File: config.mk
export PLATFORM = sky130hd
export DESIGN_NAME = count_step_mod
export DESIGN_NICKNAME = d
export VERILOG_FILES = /design/src/rtl/count_step_pkg.sv /design/src/rtl/count_step_calc.sv /design/src/rtl/count_step_mod.sv
export SDC_FILE = /design/constraint.sdc
export NUM_CORES = 1
export LEC_CHECK = 0
export BUFFER_PORTS_ARGS = -buffer_cell sky130_fd_sc_hd__buf_2
export CAP_MARGIN = 15
export CORE_MARGIN = 8
export CORE_UTILIZATION = 60
export CTS_BUF_LIST = sky130_fd_sc_hd__clkbuf_8
export CTS_CLUSTER_DIAMETER = 60
export DETAILED_ROUTE_END_ITERATION = 8
export GPL_TIMING_DRIVEN = 0
export PLACE_DENSITY = 0.79
export SYNTH_ARGS = -nofsm -noshare
export SYNTH_HDL_FRONTEND = slang
export SYNTH_SLANG_ARGS = --single-unit
export TNS_END_PERCENT = 30
File: constraint.sdc
create_clock -name clk -period 4.8 [get_ports clk]
set_input_delay 0.72 -clock clk [delete_from_list [all_inputs] [get_ports clk]]
set_output_delay 0.72 -clock clk [all_outputs]
set_load 0.1 [all_outputs]
File: src/rtl/count_step_pkg.sv
// Shared types for the programmable step/modulo counter: boundary modes and one-shot FSM states.
package count_step_pkg;

  // Boundary behaviour selected by the mode input; RSVD falls back to wrapping.
  typedef enum logic [1:0] {
    MODE_WRAP    = 2'd0,
    MODE_SAT     = 2'd1,
    MODE_ONESHOT = 2'd2,
    MODE_RSVD    = 2'd3
  } mode_e;

  // One-shot sequencer states.
  typedef enum logic [1:0] {
    OS_IDLE = 2'd0,
    OS_RUN  = 2'd1,
    OS_DONE = 2'd2
  } os_state_e;

endpackage

File: src/rtl/count_step_calc.sv
// Purely combinational next-count arithmetic for count_step_mod.
// All sums and differences are formed one bit wider than the counter so
// overflow and underflow are detected explicitly instead of silently wrapping.
module count_step_calc
  import count_step_pkg::*;
#(
  parameter int WIDTH = 8
) (
  input  logic [WIDTH-1:0] count_i,
  input  logic [WIDTH-1:0] s_eff_i,
  input  logic [WIDTH-1:0] limit_i,
  input  logic             dir_i,
  input  mode_e            mode_i,
  output logic [WIDTH-1:0] next_o,
  output logic             boundary_o,
  output logic             rail_o
);

  logic [WIDTH:0]   cntX;
  logic [WIDTH:0]   stepX;
  logic [WIDTH:0]   limX;
  logic [WIDTH:0]   modX;
  logic [WIDTH:0]   upSum;
  logic [WIDTH:0]   dnDiff;
  logic [WIDTH-1:0] wrapUp;
  logic [WIDTH-1:0] wrapDn;
  logic             overflow;
  logic             underflow;
  logic             isClamp;

  assign cntX      = {1'b0, count_i};
  assign stepX     = {1'b0, s_eff_i};
  assign limX      = {1'b0, limit_i};
  assign modX      = limX + {{WIDTH{1'b0}}, 1'b1};
  assign upSum     = cntX + stepX;
  assign dnDiff    = cntX - stepX;
  assign wrapUp    = WIDTH'(upSum - modX);
  assign wrapDn    = WIDTH'(cntX + modX - stepX);
  assign overflow  = (upSum > limX);
  assign underflow = (stepX > cntX);
  assign isClamp   = (mode_i == MODE_SAT) || (mode_i == MODE_ONESHOT);

  // Choose the next count and whether this step crosses or lands on a boundary.
  always_comb begin
    next_o     = count_i;
    boundary_o = 1'b0;
    if (s_eff_i != '0) begin
      if (!dir_i) begin
        if (overflow) begin
          if (isClamp) begin
            next_o     = limit_i;
            boundary_o = (mode_i == MODE_ONESHOT) || (count_i != limit_i);
          end else begin
            next_o     = wrapUp;
            boundary_o = 1'b1;
          end
        end else begin
          next_o     = upSum[WIDTH-1:0];
          boundary_o = isClamp && (upSum == limX);
        end
      end else begin
        if (underflow) begin
          if (isClamp) begin
            next_o     = '0;
            boundary_o = (mode_i == MODE_ONESHOT) || (count_i != '0);
          end else begin
            next_o     = wrapDn;
            boundary_o = 1'b1;
          end
        end else begin
          next_o     = dnDiff[WIDTH-1:0];
          boundary_o = isClamp && (dnDiff == '0);
        end
      end
    end
  end

  // Saturate mode is pinned when the count already sits on the rail the direction points at.
  always_comb begin
    rail_o = 1'b0;
    if (mode_i == MODE_SAT) begin
      rail_o = dir_i ? (count_i == '0) : (count_i == limit_i);
    end
  end

endmodule

File: src/rtl/count_step_mod.sv
// Up/down counter with programmable step and modulo limit, supporting wrap,
// saturate and one-shot boundary modes. All outputs come straight from registers.
module count_step_mod
  import count_step_pkg::*;
#(
  parameter int WIDTH  = 8,
  parameter int STEP_W = 4
) (
  input  logic              clk,
  input  logic              rst,
  input  logic              clear,
  input  logic              en,
  input  logic              dir,
  input  logic [STEP_W-1:0] step,
  input  logic [WIDTH-1:0]  limit,
  input  logic [1:0]        mode,
  input  logic              load,
  input  logic [WIDTH-1:0]  load_val,
  input  logic              start,
  output logic [WIDTH-1:0]  count,
  output logic              tc,
  output logic              sat,
  output logic              busy,
  output logic              done
);

  mode_e            modeV;
  os_state_e        state_q;
  os_state_e        state_d;
  logic [WIDTH-1:0] count_q;
  logic [WIDTH-1:0] count_d;
  logic             tc_q;
  logic             tc_d;
  logic             sat_q;
  logic             sat_d;
  logic [WIDTH-1:0] stepX;
  logic [WIDTH-1:0] sEff;
  logic [WIDTH-1:0] loadClamped;
  logic [WIDTH-1:0] calcNext;
  logic             calcBoundary;
  logic             calcRail;
  logic             isOneShot;
  logic             countOk;
  logic             osArm;

  assign modeV       = mode_e'(mode);
  assign isOneShot   = (modeV == MODE_ONESHOT);
  assign stepX       = WIDTH'(step);
  assign sEff        = (stepX > limit) ? limit : stepX;
  assign loadClamped = (load_val > limit) ? limit : load_val;
  assign countOk     = !isOneShot || (state_q == OS_RUN);
  assign osArm       = isOneShot && start && (state_q != OS_RUN);

  count_step_calc #(
    .WIDTH(WIDTH)
  ) u_calc (
    .count_i   (count_q),
    .s_eff_i   (sEff),
    .limit_i   (limit),
    .dir_i     (dir),
    .mode_i    (modeV),
    .next_o    (calcNext),
    .boundary_o(calcBoundary),
    .rail_o    (calcRail)
  );

  // Datapath next state: clear beats load, load beats arming, arming beats counting.
  always_comb begin
    count_d = count_q;
    tc_d    = 1'b0;
    sat_d   = 1'b0;
    if (clear) begin
      count_d = '0;
    end else if (load) begin
      count_d = loadClamped;
    end else if (osArm) begin
      count_d = dir ? limit : '0;
    end else if (en && countOk) begin
      count_d = calcNext;
      tc_d    = calcBoundary;
      sat_d   = calcRail;
    end
  end

  // Count, terminal-count pulse and saturation level registers.
  always_ff @(posedge clk or negedge rst) begin
    if (!rst) begin
      count_q <= '0;
      tc_q    <= 1'b0;
      sat_q   <= 1'b0;
    end else begin
      count_q <= count_d;
      tc_q    <= tc_d;
      sat_q   <= sat_d;
    end
  end

  // One-shot state register.
  always_ff @(posedge clk or negedge rst) begin
    if (!rst) begin
      state_q <= OS_IDLE;
    end else begin
      state_q <= state_d;
    end
  end

  // One-shot next state; leaving one-shot mode or clearing always drops back to idle.
  always_comb begin
    state_d = state_q;
    if (clear || !isOneShot) begin
      state_d = OS_IDLE;
    end else if (!load) begin
      case (state_q)
        OS_IDLE: if (start) state_d = OS_RUN;
        OS_RUN:  if (en && calcBoundary) state_d = OS_DONE;
        OS_DONE: if (start) state_d = OS_RUN;
        default: state_d = OS_IDLE;
      endcase
    end
  end

  // One-shot status decoded from the registered state.
  always_comb begin
    busy = 1'b0;
    done = 1'b0;
    case (state_q)
      OS_RUN:  busy = 1'b1;
      OS_DONE: done = 1'b1;
      default: ;
    endcase
  end

  assign count = count_q;
  assign tc    = tc_q;
  assign sat   = sat_q;

endmodule

[Word level (Yosys, flattened, before mapping)]
Cells that the tools add are included.
Storage, ports and cells
  flip-flop bits (word level): 12
  bits in latches: 0
  bits in writable memories: 0
  bits in read-only memories: 0
  bits of input ports: 29
  output and inout port bits: 12
  memories kept: 0
Cells by class
  add/sub/neg operators: 6
  multiply operators: 0
  div/mod/pow operators: 0
  order comparisons: 4
  equal/unequal tests: 11
  shifts and indexed selects: 0
  multiplexer cells: 36
  bitwise logic cells: 0
  reduce and logical (&&, ||, !) cells: 22
Operator list (number)
  8-bit two-way mux: 13
  1-bit two-way mux: 18
  8-bit > comparator: 2
  8-bit nonzero test: 2
  8-bit subtractor: 2
  8-bit by 8-bit adder with 9-bit output: 1
  9-bit by 8-bit equality test with 1-bit output: 1
  9-bit by 8-bit > comparator with 1-bit output: 1
  9-bit zero test: 1
  8-bit by 8-bit subtractor with 9-bit output: 1
  8-bit by 1-bit adder with 8-bit output (second input constant): 1
  8-bit adder: 1
  8-bit equality test: 1
  4-bit by 8-bit > comparator with 1-bit output: 1
  8-bit zero test: 1
  2-bit two-way mux: 4
  8-bit inequality test: 1
  4-bit nonzero test: 2
  1-bit logical AND: 6
  3-bit by 1-bit inequality test with 1-bit output (second input constant): 2
  1-bit logical OR: 5
  2-bit by 1-bit equality test with 1-bit output (second input constant): 2
  2-bit equality test (second input constant): 2
  2-bit by 1-bit inequality test with 1-bit output (second input constant): 2
  other kinds (6): 6

[Depth between registers and ports, before layout]
Gate-level depths: netlist (run 1).
  depth in word-level cells: 13
  gate-level depth with buffers: 26
  mapped depth without buffers: 24

[Modules after synthesis]
Synthesis (run 1) repeated with hierarchy kept, for this count alone.
Second synthesis, totals
  cells, all modules: 477
  area total of the unflattened synthesis: 3746.1 um^2
Modules (own cells, without submodules)
  count_step_calc: instances 1, cells each 344, area an instance 2626.3 um^2, seq. area each 0.0 um^2
  count_step_mod: instances 1, cells each 133, area an instance 1119.8 um^2, seq. area each 300.3 um^2

[Worst setup path before layout (run 1)]
OpenSTA, ideal clock, no wires.
  kind: input-to-reg
  start point: in limit[3]
  end point: reg count_q[2] (netlist: count[2])
  data arrival time: 5660 ps
  data required time: 4676 ps
  setup slack: -984 ps
  stages on the path: 25
  buffers on the path: 2
  cells stage by stage: clkbuf_1 > inv_1 > ha_1 > o211ai_1 > a21oi_2 > nand2_1 > o21ai_0 > ha_1 > inv_1 > fa_1 > nor2b_1 > o21ai_1 > a221oi_1 > nor2_1 > xor2_1 > ha_1 > nand3_1 > a21oi_1 > a311o_1 > a2111oi_2 > o31ai_1 > buf_6 > mux2_4 > a211o_1 > a32o_1
Between the ends
  word-level cells in the longest chain between the ends: 12
  elaborated cells on any way between the ends: 23
  classes of those cells: add/sub (4); order compare (4); mux (12); reduce/logical (3)
Ends and longest elaborated chain
  from (decl): line count_step_mod.sv:15  | input logic [WIDTH-1:0] limit,
  4-bit by 8-bit > comparator with 1-bit output: line count_step_mod.sv:49  | assign sEff = (stepX > limit) ? limit : stepX;
  8-bit two-way mux: line count_step_mod.sv:49
  8-bit by 8-bit adder with 9-bit output: line count_step_calc.sv:35  | assign upSum = cntX + stepX;
  8-bit subtractor: line count_step_calc.sv:37  | assign wrapUp = WIDTH'(upSum - modX);
  8-bit two-way mux: line count_step_calc.sv:50  | if (isClamp) begin
  8-bit two-way mux: line count_step_calc.sv:49  | if (overflow) begin
  8-bit two-way mux: line count_step_calc.sv:48  | if (!dir_i) begin
  8-bit two-way mux: line count_step_calc.sv:47  | if (s_eff_i != '0) begin
  8-bit two-way mux: line count_step_mod.sv:78  | end else if (en && countOk) begin
  8-bit two-way mux: line count_step_mod.sv:76  | end else if (osArm) begin
  8-bit two-way mux: line count_step_mod.sv:74  | end else if (load) begin
  8-bit two-way mux: line count_step_mod.sv:72  | if (clear) begin
  to (signal assigned): line count_step_mod.sv:92  | count_q <= count_d;
  to (decl): line count_step_mod.sv:30  | logic [WIDTH-1:0] count_q;
Several ways; a longest one is shown, not always the timed one. The select of a mux whose other input is x is not followed.
A chain may end at the register's enable or synchronous reset.

[Final worst setup path (run 1)]
  start point: in step[1]
  end point: reg count_q[4] (netlist: count[4])
Between the ends
  word-level cells in the longest chain between the ends: 12
  elaborated cells on any way between the ends: 21
  classes of those cells: add/sub (4); order compare (3); mux (11); reduce/logical (3)
Ends and longest elaborated chain
  from (decl): line count_step_mod.sv:14  | input logic [STEP_W-1:0] step,
  4-bit by 8-bit > comparator with 1-bit output: line count_step_mod.sv:49
  8-bit two-way mux (*): line count_step_mod.sv:49
  8-bit by 8-bit adder with 9-bit output: line count_step_calc.sv:35
  8-bit subtractor: line count_step_calc.sv:37
  8-bit two-way mux: line count_step_calc.sv:50
  8-bit two-way mux: line count_step_calc.sv:49
  8-bit two-way mux: line count_step_calc.sv:48
  8-bit two-way mux: line count_step_calc.sv:47
  8-bit two-way mux: line count_step_mod.sv:78
  8-bit two-way mux: line count_step_mod.sv:76
  8-bit two-way mux: line count_step_mod.sv:74
  8-bit two-way mux: line count_step_mod.sv:72
Mark *: on every way between the ends. The rest lies on a longest branch, timed or not. The select of a mux whose other input is x is not followed.

==> reports/results.ini, run 1 <==
[routing]
drc_errors = 0
drtPass1Iterations = 5
drt_iter0_markers = 470
postRouteWirelength_um = 12100
ant_nets = 0
vias_per_cell = 6.75
dr_total_vias = 3950
post_drt_wl_per_cell_um = 20.7

[status]
status = finished with violations
violations = negative setup slack

[sta]
post-route-period-util = 1.14
worst-slew-pin-transition_ns = 0.600
worst_clock_skew_ns = 0.00707
setup_violations = 11
setup_slack_ns = -0.667
slew_violations = 0
fin_setup_tns_ns = -5.60
layout_min_cycle_time_ns = 5.47
rsz0062_at_grt = true
slew_headroom = 0.596
hold_violations = 0
fmax_ghz = 0.183

[power]
leakage_nw = 1.99
peakVddDrop_mv = 0.310
power.density_nw_per_um2 = 415

[clock_tree]
clk_pin_slew_ns = 0.05
root_buffer = clkbuf_8
cts_htree_levels = 1
clk-insertion-delay-late_ns = 0.24
numClockSinks = 12
numCtsBuffers = 3
cts_tree = built
cts.path.max_buffers = 2

[run]
cap_violations = 0

[place]
dp_hpwl_um = 9000
placed_area_sq_um = 3900
gp_congestion = 1.01
portBuffers = 37

[global_routing]
grt_overflow = 0
grt_pass1_wl_um = 19300
grt_antenna_before_repair = 0
grt_max_degree = 13
grt_pass1_vias = 3706
grt.total_usage = 0.278

[critical_path]
cp_common_cell = ha_4
worstSetupStartpointType = input port
crit_path_max_incr_delay_ns = 0.39
crit_buf_inv = 3
worstPathRequired_ns = 4.92
cp_max_fo = 6
criticalPathCategory = input port to flop
slowest_stage = fa_2
end_kind = flop
path_delay_family = compound AO/OA/AOI/OAI gates
worstPathArrival_ns = 5.59

[hold_path]
hold_class = input port to asynchronous set/reset pin

[synthesis]
avgSynthCellArea_sq_um = 7.82
synth_top_area_frac = 0.203
syn_inst = 441
synth-edff-count = 0
yosys_register_bits = 12
async_reset_ff_frac = 1.00
synthesis.area_sq_um = 3450
synth_flop_cell = dfrtp_1
yosysSeqAreaShare = 0.0871
synthTopCellsByArea = ha_1 (20%), dfrtp_1 (8.7%), fa_1 (5.8%)
synth_top_area_cell = ha_1
synth.distinct_cells = 62
yosys_warnings = 0

[die]
fp.dieH_um = 91.8
start_util = 0.623
ios = 41
core.rowCount = 27
core_area_sq_um = 5540
dieArea_sq_um = 8430
die-width_um = 91.8

[cells_and_area]
fin_area_sq_um = 4310
area_growth_pct = 25.0
n_antenna_cell = 0
drive_gt1_frac = 0.234
nFillCells = 397
fin_nets = 610

## area by class of cell
class	instances	area, sq um	share of cell area
Buffer	13	80.1	0.0186
Clock buffer	3	41.3	0.00958
Inverter	47	196	0.0456
Multi-Input combinational cell	379	3220	0.746
Sequential cell	12	300	0.0696
Tap cell	72	90.1	0.0209
Timing Repair Buffer	59	388	0.0900
## layout by cell type, fill, tap and decap left out, drive strengths merged, types with 7 or more instances in the layout
| cell type | Yosys | final |
|---|---|---|
| inv | 47 | 47 |
| ha | 56 | 56 |
| nor2 | 24 | 24 |
| buf | 1 | 59 |
| o211ai | 12 | 12 |
| dfrtp | 12 | 12 |
| o21ai | 27 | 27 |
| a21oi | 21 | 21 |
| nor2b | 7 | 7 |
| xor2 | 17 | 17 |
| mux2i | 9 | 9 |
| nand3 | 19 | 19 |
| nor3 | 9 | 9 |
| nor4 | 9 | 9 |
| a211oi | 7 | 7 |
| nand2 | 29 | 29 |
| xnor2 | 19 | 19 |
| fa | 10 | 10 |
| mux2 | 8 | 8 |
| conb | 2 | 13 |
| clkbuf | 13 | 16 |
## power breakdown
| part | switching, mW | total, mW | internal, mW |
|---|---|---|---|
| clock | 0.0355 | 0.0906 | 0.0552 |
| combinational | 0.891 | 1.53 | 0.641 |
| sequential | 0.0510 | 0.166 | 0.115 |
## flip-flops by register name, indices dropped and copies added (netlist names)
register / count
state_q: 2
count: 8
tc: 1
sat: 1
## cells in the mapped netlist (3+ instances only)
master     instances
a31oi_1            6
a211o_1            4
a211oi_1           7
nor3_1             8
dfrtp_1           12
o31ai_1            6
inv_1             47
nand2_1           29
o211ai_1          12
xnor2_1           19
nand2b_1           4
nand4_1            3
and3_1             5
mux2_2             6
o2111ai_1          4
nor2b_1            7
clkbuf_1          13
ha_1              56
a21o_1             5
nand3b_1           3
a21oi_1           19
nand3_1           19
fa_1              10
mux2i_1            9
nor2_1            23
a32oi_1            3
a32o_1             5
o21bai_1           4
xor2_1            17
nor4_1             9
o21ai_0           26
## metal layers
metal	GRT usage	vias to the layer above	routed length [um]
met3	0.0595	77	1420
li1	-	1753	-
met2	0.438	310	5390
met1	0.350	1810	4570
met4	0.141	0	701
met5	0	-	0
## final timing paths
path	from	end	slack [ns]	cells past startpoint
min in group clk	state_q[1]	state_q[1]	0.59	1
hold reg to reg	state_q[1]	state_q[1]	0.59	1
setup / recovery	step[1]	count[4]	-0.67	25
hold / removal	rst	state_q[1]	0.35	1
max in group asynchronous	rst	count[1]	4.23	1
setup reg to reg	count[0]	count[4]	0.40	18
## per-stage QoR
step,utilization,hold WS (ns),power [mW],std cells,setup slack [ns]
2_1_floorplan,-,0.424,1.15,452,-0.365
3_3_place_gp,0.704,0.550,1.42,561,-1.28
3_5_place_dp,0.704,0.581,1.44,561,-1.36
4_1_cts,0.763,0.354,1.68,579,-0.587
5_1_grt,0.778,0.367,1.89,585,-0.807
6_report,0.778,0.348,1.79,585,-0.667
## cells by family after synthesis
family                     count (synthesis)  share of synthesized area
and+or+nand+nor                          124                      0.186
AOI/OAI and AO/OA                        123                      0.250
other                                      2                    0.00218
DFF                                       12                     0.0871
muxes                                     17                     0.0544
adders and majority gates                 66                      0.261
buffers and inverters                     61                     0.0686
xor gates and xnor gates                  36                     0.0914
## repair_timing
| item | in CTS | in global routing |
|---|---|---|
| resized for setup | 36 | 16 |
| pin swaps | 20 | 17 |
| buffers inserted | 15 | 7 |
| hold buffers | 0 | 0 |
| setup endpoints to repair | 11 | 11 |
| hold endpoints to repair | 0 | 0 |
Power figures use the tool's default switching activity.
==> inputs of run 2 (changes only) <==
--- a/config.mk
+++ b/config.mk
@@ -13,8 +13,9 @@
 export CTS_CLUSTER_DIAMETER = 60
 export DETAILED_ROUTE_END_ITERATION = 8
 export GPL_TIMING_DRIVEN = 0
-export PLACE_DENSITY = 0.79
+export PLACE_DENSITY = 0.78
 export SYNTH_ARGS = -nofsm -noshare
 export SYNTH_HDL_FRONTEND = slang
+export SYNTH_HIERARCHICAL = 1
 export SYNTH_SLANG_ARGS = --single-unit
 export TNS_END_PERCENT = 30
==> constraint.sdc (replaced) <==
create_clock -name clk -period 6.2 [get_ports clk]
set_input_delay 0.93 -clock clk [delete_from_list [all_inputs] [get_ports clk]]
set_output_delay 0.93 -clock clk [all_outputs]
set_load 0.1 [all_outputs]
==> run 2 against run 1 <==
Compared with the run above:
- the flow now finishes without violations
- wire length down 5.6%
- clock-buffer cell count unchanged
- clock power down 23%
- total power down 46%
- first-iteration DRC count down 36%
- die area up 7.1%
- synthesized area up 8.6%
- sequential share of layout area down 0.12 points
- final cell count up 6.2%
- synthesized cell count up 8.2%
- setup slack better by 0.81 ns
- flip-flop and latch count unchanged
- largest cell class unchanged
- largest power group unchanged
==> reports/results.ini, run 2 <==
[status]
status = finished, final reports clean

[synthesis]
synthesis.area_sq_um = 3750  ; +8.6%
yosys_register_bits = 12  ; unchanged
synth_flop_cell = dfrtp_1
yosysSeqAreaShare = 0.0802  ; -0.00689
synthTopCellsByArea = ha_1 (18%), dfrtp_1 (8.0%), fa_1 (5.3%)
avgSynthCellArea_sq_um = 7.85  ; +0.40%
async_reset_ff_frac = 1.00  ; unchanged
synth_top_area_cell = ha_1
synth_top_area_frac = 0.180  ; -0.0228
synth.distinct_cells = 79  ; +27%
yosys_warnings = 6  ; +6
syn_inst = 477  ; +8.2%
synth.most_common_cell = ha_1
synth-edff-count = 0  ; unchanged
synth_commonest_cells = ha_1 (54), inv_1 (52), a21oi_1 (32)

[sta]
setup_slack_ns = 0.145  ; +0.812 ns
fmax_ghz = 0.165
slew_violations = 0  ; unchanged
worst-slew-pin-transition_ns = 0.637  ; +0.0370 ns
slew_headroom = 0.571  ; -0.0243
whs_ns = 0.558  ; +0.210 ns
hold_violations = 0  ; unchanged
layout_min_cycle_time_ns = 6.05
post-route-period-util = 0.977
setup_violations = 0  ; -11
worst_clock_skew_ns = 0.00186  ; -0.00521 ns

[cells_and_area]
multi_input_area_sq_um = 3300  ; +2.6%
n_antenna_cell = 0  ; unchanged
fin_area_sq_um = 4390  ; +1.8%
layout_commonest_cell = ha_1
drive_gt1_frac = 0.218  ; -0.0160
final_cell_mix = ha_1 (51), inv_1 (48), buf_2 (41), a21oi_1 (30), nor2_1 (29)
fin_nets = 641  ; +5.1%
largest_register_ffs = 8  ; unchanged
layout.area.seq_sq_um = 300  ; unchanged
area_growth_pct = 17.1
nFillCells = 482  ; +21%

[power]
swShare = 0.520  ; -0.0265
seq_power_share = 0.110  ; +0.017
power.internal_mw = 0.465  ; -43%
leakage_nw = 2.01  ; +0.95%
total_power_mw = 0.969  ; -46%
peakVddDrop_mv = 0.152  ; -51%
power.density_nw_per_um2 = 221  ; -47%
p_comb_frac = 0.818  ; -0.038
p_clk_frac = 0.072  ; +0.021
switchingPower_mw = 0.504  ; -48%

[critical_path]
reg2reg_slack_ns = 1.75  ; +1.35 ns
criticalPathCategory = input port to flop
cp_max_fo = 10  ; +4
rr_worst_depth = 16  ; -2
r2r_end = count[5]
reg2reg_from = count[2]
worstPathArrival_ns = 6.15  ; +0.56 ns
worstSetupStartpointType = input port
crit_start = limit[1]
end_kind = flop
worstPathRequired_ns = 6.30  ; +1.38 ns
cp-endpoint = count[5]

[clock_tree]
cts.path.max_buffers = 2  ; unchanged
root_buffer = clkbuf_8
clk-insertion-delay-late_ns = 0.24  ; about the same
cts_tree = built
hold_buffers = 0  ; unchanged
clk_pin_slew_ns = 0.05  ; about the same
numCtsBuffers = 3  ; unchanged
cts_htree_levels = 1  ; unchanged
numClockSinks = 12  ; unchanged

[global_routing]
grt_max_degree = 15  ; +2
grt_antenna_before_repair = 0  ; unchanged
grt_overflow = 0  ; unchanged
grt.total_usage = 0.246  ; -0.0320
grt_pass1_vias = 3764  ; +1.6%
grt_pass1_wl_um = 17800  ; -7.7%

[run]
cap_violations = 0  ; unchanged

[routing]
post_drt_wl_per_cell_um = 18.4  ; -11%
vias_per_cell = 6.41  ; -5.1%
drtPass1Iterations = 5  ; unchanged
drc_errors = 0  ; unchanged
dr_total_vias = 3980  ; +0.76%
drt_iter0_markers = 301  ; -36%
ant_nets = 0  ; unchanged
postRouteWirelength_um = 11400  ; -5.6%

[die]
dieArea_sq_um = 9030  ; +7.1%
die-width_um = 95.0  ; +3.5%
ios = 41  ; unchanged
core_area_sq_um = 5990  ; +8.1%
core.rowCount = 28  ; +3.7%
start_util = 0.625  ; +0.00268
fp.dieH_um = 95.0  ; +3.5%

[place]
pre_cts_slack_ns = -0.614  ; +0.749 ns
gp_congestion = 1.06  ; +4.7%
portBuffers = 40  ; +8.1%
placed_area_sq_um = 4080  ; +4.6%
dp_hpwl_um = 9000  ; about the same

[hold_path]
hold_class = input port to asynchronous set/reset pin

[run 2: cell families after synthesis]
logic type / after synthesis / synth area share
flops: 12 / 0.0802
buf+inv: 68 / 0.0832
compound gates: 148 / 0.289
simple gates: 139 / 0.200
mux: 14 / 0.0401
fa+ha+maj: 64 / 0.234
xor+xnor: 31 / 0.0725
other cells: 1 / 0.00100
[run 2: worst max-delay path, stage by stage]
cell and delay (ns):
buf_12 0.13, inv_6 0.05, ha_4 0.18, nor2b_1 0.13
o21a_1 0.17, o21a_1 0.21, o211ai_4 0.25, mux2_4 0.37
inv_4 0.06, ha_1 0.22, buf_6 0.13, nor2b_2 0.16
a2111o_1 0.39, a21oi_2 0.19, xor2_2 0.24, inv_2 0.07
ha_4 0.27, nand4_1 0.09, or3_4 0.44, a311oi_4 0.38
buf_4 0.19, mux2_2 0.33, a221o_1 0.33, o221ai_2 0.17
a31oi_1 0.06
[run 2: area by class of cell]
class,count,share of cell area
inverters,53,0.0476
clock buffers,3,0.00941
repair buffers,55,0.0756
flip-flops and latches,12,0.0684
multi-input cells,408,0.752
plain buffers,15,0.0257
well taps,75,0.0214
[run 2: worst min-delay path by stage]
| stage | slack, ns | endpoint | from | cells past startpoint |
|---|---|---|---|---|
| after floorplan | 0.56 | state_q[0] | state_q[0] | 2 |
| after global placement | 0.60 | state_q[0] | state_q[0] | 2 |
| after detailed placement | 0.63 | state_q[0] | state_q[0] | 2 |
| after CTS | 0.57 | state_q[0] | rst | 1 |
| after global routing | 0.58 | state_q[0] | rst | 1 |
| final | 0.56 | state_q[0] | rst | 1 |
[run 2: power groups by stage]
stage / Combinational (mW) / Clock (mW) / Sequential [mW]
after floorplan: 0.510 / 0 / 0.148
after global placement: 0.693 / 0 / 0.107
after detailed placement: 0.711 / 0 / 0.107
after CTS: 0.734 / 0.0694 / 0.106
after global routing: 0.851 / 0.0741 / 0.108
final: 0.793 / 0.0696 / 0.106
[run 2: layer usage]
metal	up-vias	GRT usage	wire length, um	part of all wire
li1	1877	-	-	-
met1	1880	0.304	4670	0.41
met2	183	0.439	5690	0.50
met3	40	0.0173	651	0.057
met4	0	0.0871	382	0.034
met5	-	0	0	0
[run 2: what timing repair did]
action,4_1_cts,5_1_grt
gates cloned,0,1
pin swaps,4,10
setup endpoints to repair,11,10
resized for setup,11,26
buffers inserted,5,9
[run 2: per-stage QoR]
| step | utilization | instances | TNS (ns) |
|---|---|---|---|
| floorplan | - | 488 | 0 |
| global placement | 0.681 | 603 | -4.85 |
| detailed placement | 0.681 | 603 | -5.32 |
| CTS | 0.701 | 611 | 0 |
| global route | 0.732 | 621 | -0.0962 |
| finish | 0.732 | 621 | 0 |
==> inputs of run 3 (changes only) <==
==> constraint.sdc (replaced) <==
create_clock -name clk -period 5.87 [get_ports clk]
set_input_delay 0.8805 -clock clk [delete_from_list [all_inputs] [get_ports clk]]
set_output_delay 0.8805 -clock clk [all_outputs]
set_load 0.1 [all_outputs]
==> run 3 against run 2 <==
Compared with the run above:
- first-iteration DRC count is 12% lower
- clock skew up 0.0013 ns
- flip-flop and latch count unchanged
- sequential power up 8%
- global-route usage rose by 0.94 points
- total power increased by 9.2%
- wire length increased by 4.9%
- core utilization increased by 2.6 points
- sequential share of layout area decreased by 0.24 points
- critical endpoint is now count[0]
- highest routed layer unchanged
==> reports/results.ini, run 3 (synthesis gave the netlist of run 2 again) <==
[status]
status = finished, final reports clean

[cells_and_area]
drive_gt1_frac = 0.251  ; +0.0334
n_antenna_cell = 0  ; unchanged
final_util = 0.759  ; +0.0261
fin_area_sq_um = 4540  ; +3.6%
area_growth_pct = 21.3
largest_register_ffs = 8  ; unchanged
final_cell_mix = inv_1 (47), ha_1 (46), buf_2 (39), nor2_1 (29), a21oi_1 (29)
fin_nets = 648  ; +1.1%
layout_commonest_cell = inv_1

[run]
cap_violations = 0  ; unchanged

[global_routing]
use_met3 = 0.0314  ; +0.0142
grt-busiest-layer = met2
grt_overflow = 0  ; unchanged
grt_pass1_vias = 3964  ; +5.3%
met2_usage = 0.448  ; +0.00985
grt_pass1_wl_um = 18500  ; +4.0%
grt_antenna_before_repair = 0  ; unchanged
grtUsageMet1 = 0.305  ; +0.00111
grt.total_usage = 0.255  ; +0.00943
grt_max_degree = 15  ; unchanged

[critical_path]
criticalPathCategory = input port to flop
slowest_stage = a2111o_1
cp_max_fo = 4  ; -6
path_delay_family = compound AO/OA/AOI/OAI gates
end_kind = flop
crit_buf_inv = 5  ; -1
crit_path_max_incr_delay_ns = 0.45  ; about the same
worstPathRequired_ns = 6.00  ; -0.30 ns
worstSetupStartpointType = input port
worst-path-stages = 25  ; unchanged
worstPathArrival_ns = 5.95  ; -0.20 ns
cp_common_cell = ha_4
rr_worst_depth = 16  ; unchanged

[routing]
ant_nets = 0  ; unchanged
postRouteWirelength_um = 12000  ; +4.9%
post_drt_wl_per_cell_um = 19.0  ; +3.7%
vias_per_cell = 6.47  ; +0.92%
drc_errors = 0  ; unchanged
dr_total_vias = 4062  ; +2.1%
drt_iter0_markers = 265  ; -12%
drtPass1Iterations = 5  ; unchanged

[die]
start_util = 0.625  ; unchanged
core_area_sq_um = 5990  ; unchanged
die-width_um = 95.0  ; unchanged
core.rowCount = 28  ; unchanged
dieArea_sq_um = 9030  ; unchanged
fp.dieH_um = 95.0  ; unchanged
ios = 41  ; unchanged

[power]
power.density_nw_per_um2 = 233  ; +5.4%
peakVddDrop_mv = 0.163  ; +7.1%
leakage_nw = 2.05  ; +2.2%

[sta]
worst-slew-pin-transition_ns = 0.508  ; -0.130 ns
hold_violations = 0  ; unchanged
fmax_ghz = 0.172
slew_violations = 0  ; unchanged
layout_min_cycle_time_ns = 5.81
setup_violations = 0  ; unchanged
post-route-period-util = 0.990
slew_headroom = 0.653  ; +0.0816
worst_clock_skew_ns = 0.00321  ; +0.00135 ns
rsz0062_at_grt = true
fin_setup_tns_ns = 0  ; unchanged

[hold_path]
hold_class = input port to asynchronous set/reset pin

[clock_tree]
cts.path.max_buffers = 2  ; unchanged
cts_tree = built
cts_htree_levels = 1  ; unchanged
numClockSinks = 12  ; unchanged
root_buffer = clkbuf_8
clk-insertion-delay-late_ns = 0.24  ; about the same
numCtsBuffers = 3  ; unchanged
hold_buffers = 0  ; unchanged
clk_pin_slew_ns = 0.05  ; about the same

[place]
portBuffers = 40  ; unchanged
dp_hpwl_um = 9000  ; unchanged
placed_area_sq_um = 4080  ; unchanged
gp_congestion = 1.06  ; unchanged

## run 3: cell types whose count changed in the layout (fill, tap and decap cells not counted), moves of 2 or more
cell,change
ha_4,+3
buf_4,+9
ha_2,+2
ha_1,-5
buf_2,-2
## run 3: report_power, final
part / internal (mW) / switching (mW)
registers: 0.0896 / 0.0245
logic: 0.379 / 0.491
clock network: 0.0451 / 0.0288
## run 3: final cells by class
class	instances	area [sq um]
multi-input combinational	408	3390
fill	451	1450
timing repair buffer	62	393
sequential	12	300
inverter	53	214
buffer	15	113
tap	75	93.8
clock buffer	3	41.3
## run 3: timing repair
action,4_1_cts,5_1_grt
setup endpoints to repair,11,11
setup buffers,16,6
resized for setup,35,22
pin swaps,12,26
## run 3: per-layer routing
| layer | part of all wire | routed length, um |
|---|---|---|
| met2 | 0.50 | 5920 |
| met1 | 0.41 | 4850 |
| met5 | 0 | 0 |
| met3 | 0.065 | 776 |
| met4 | 0.034 | 408 |
## run 3: worst paths after layout
check	start	slack, ns	end
setup / recovery	limit[1]	0.06	count[0]
min in group clk	state_q[0]	0.65	state_q[0]
max in group asynchronous	rst	5.14	count[1]
hold / removal	rst	0.51	state_q[0]
setup reg to reg	count[1]	1.49	count[0]
hold reg to reg	state_q[0]	0.65	state_q[0]
## run 3: per-stage QoR
step	instances	total power, mW	hold WS, ns	setup WS [ns]
2_1_floorplan	488	0.695	0.563	0.150
3_3_place_gp	603	0.845	0.599	-0.838
3_5_place_dp	603	0.864	0.626	-0.894
4_1_cts	622	1.00	0.517	0.00415
5_1_grt	628	1.12	0.532	-0.135
6_report	628	1.06	0.508	0.0573
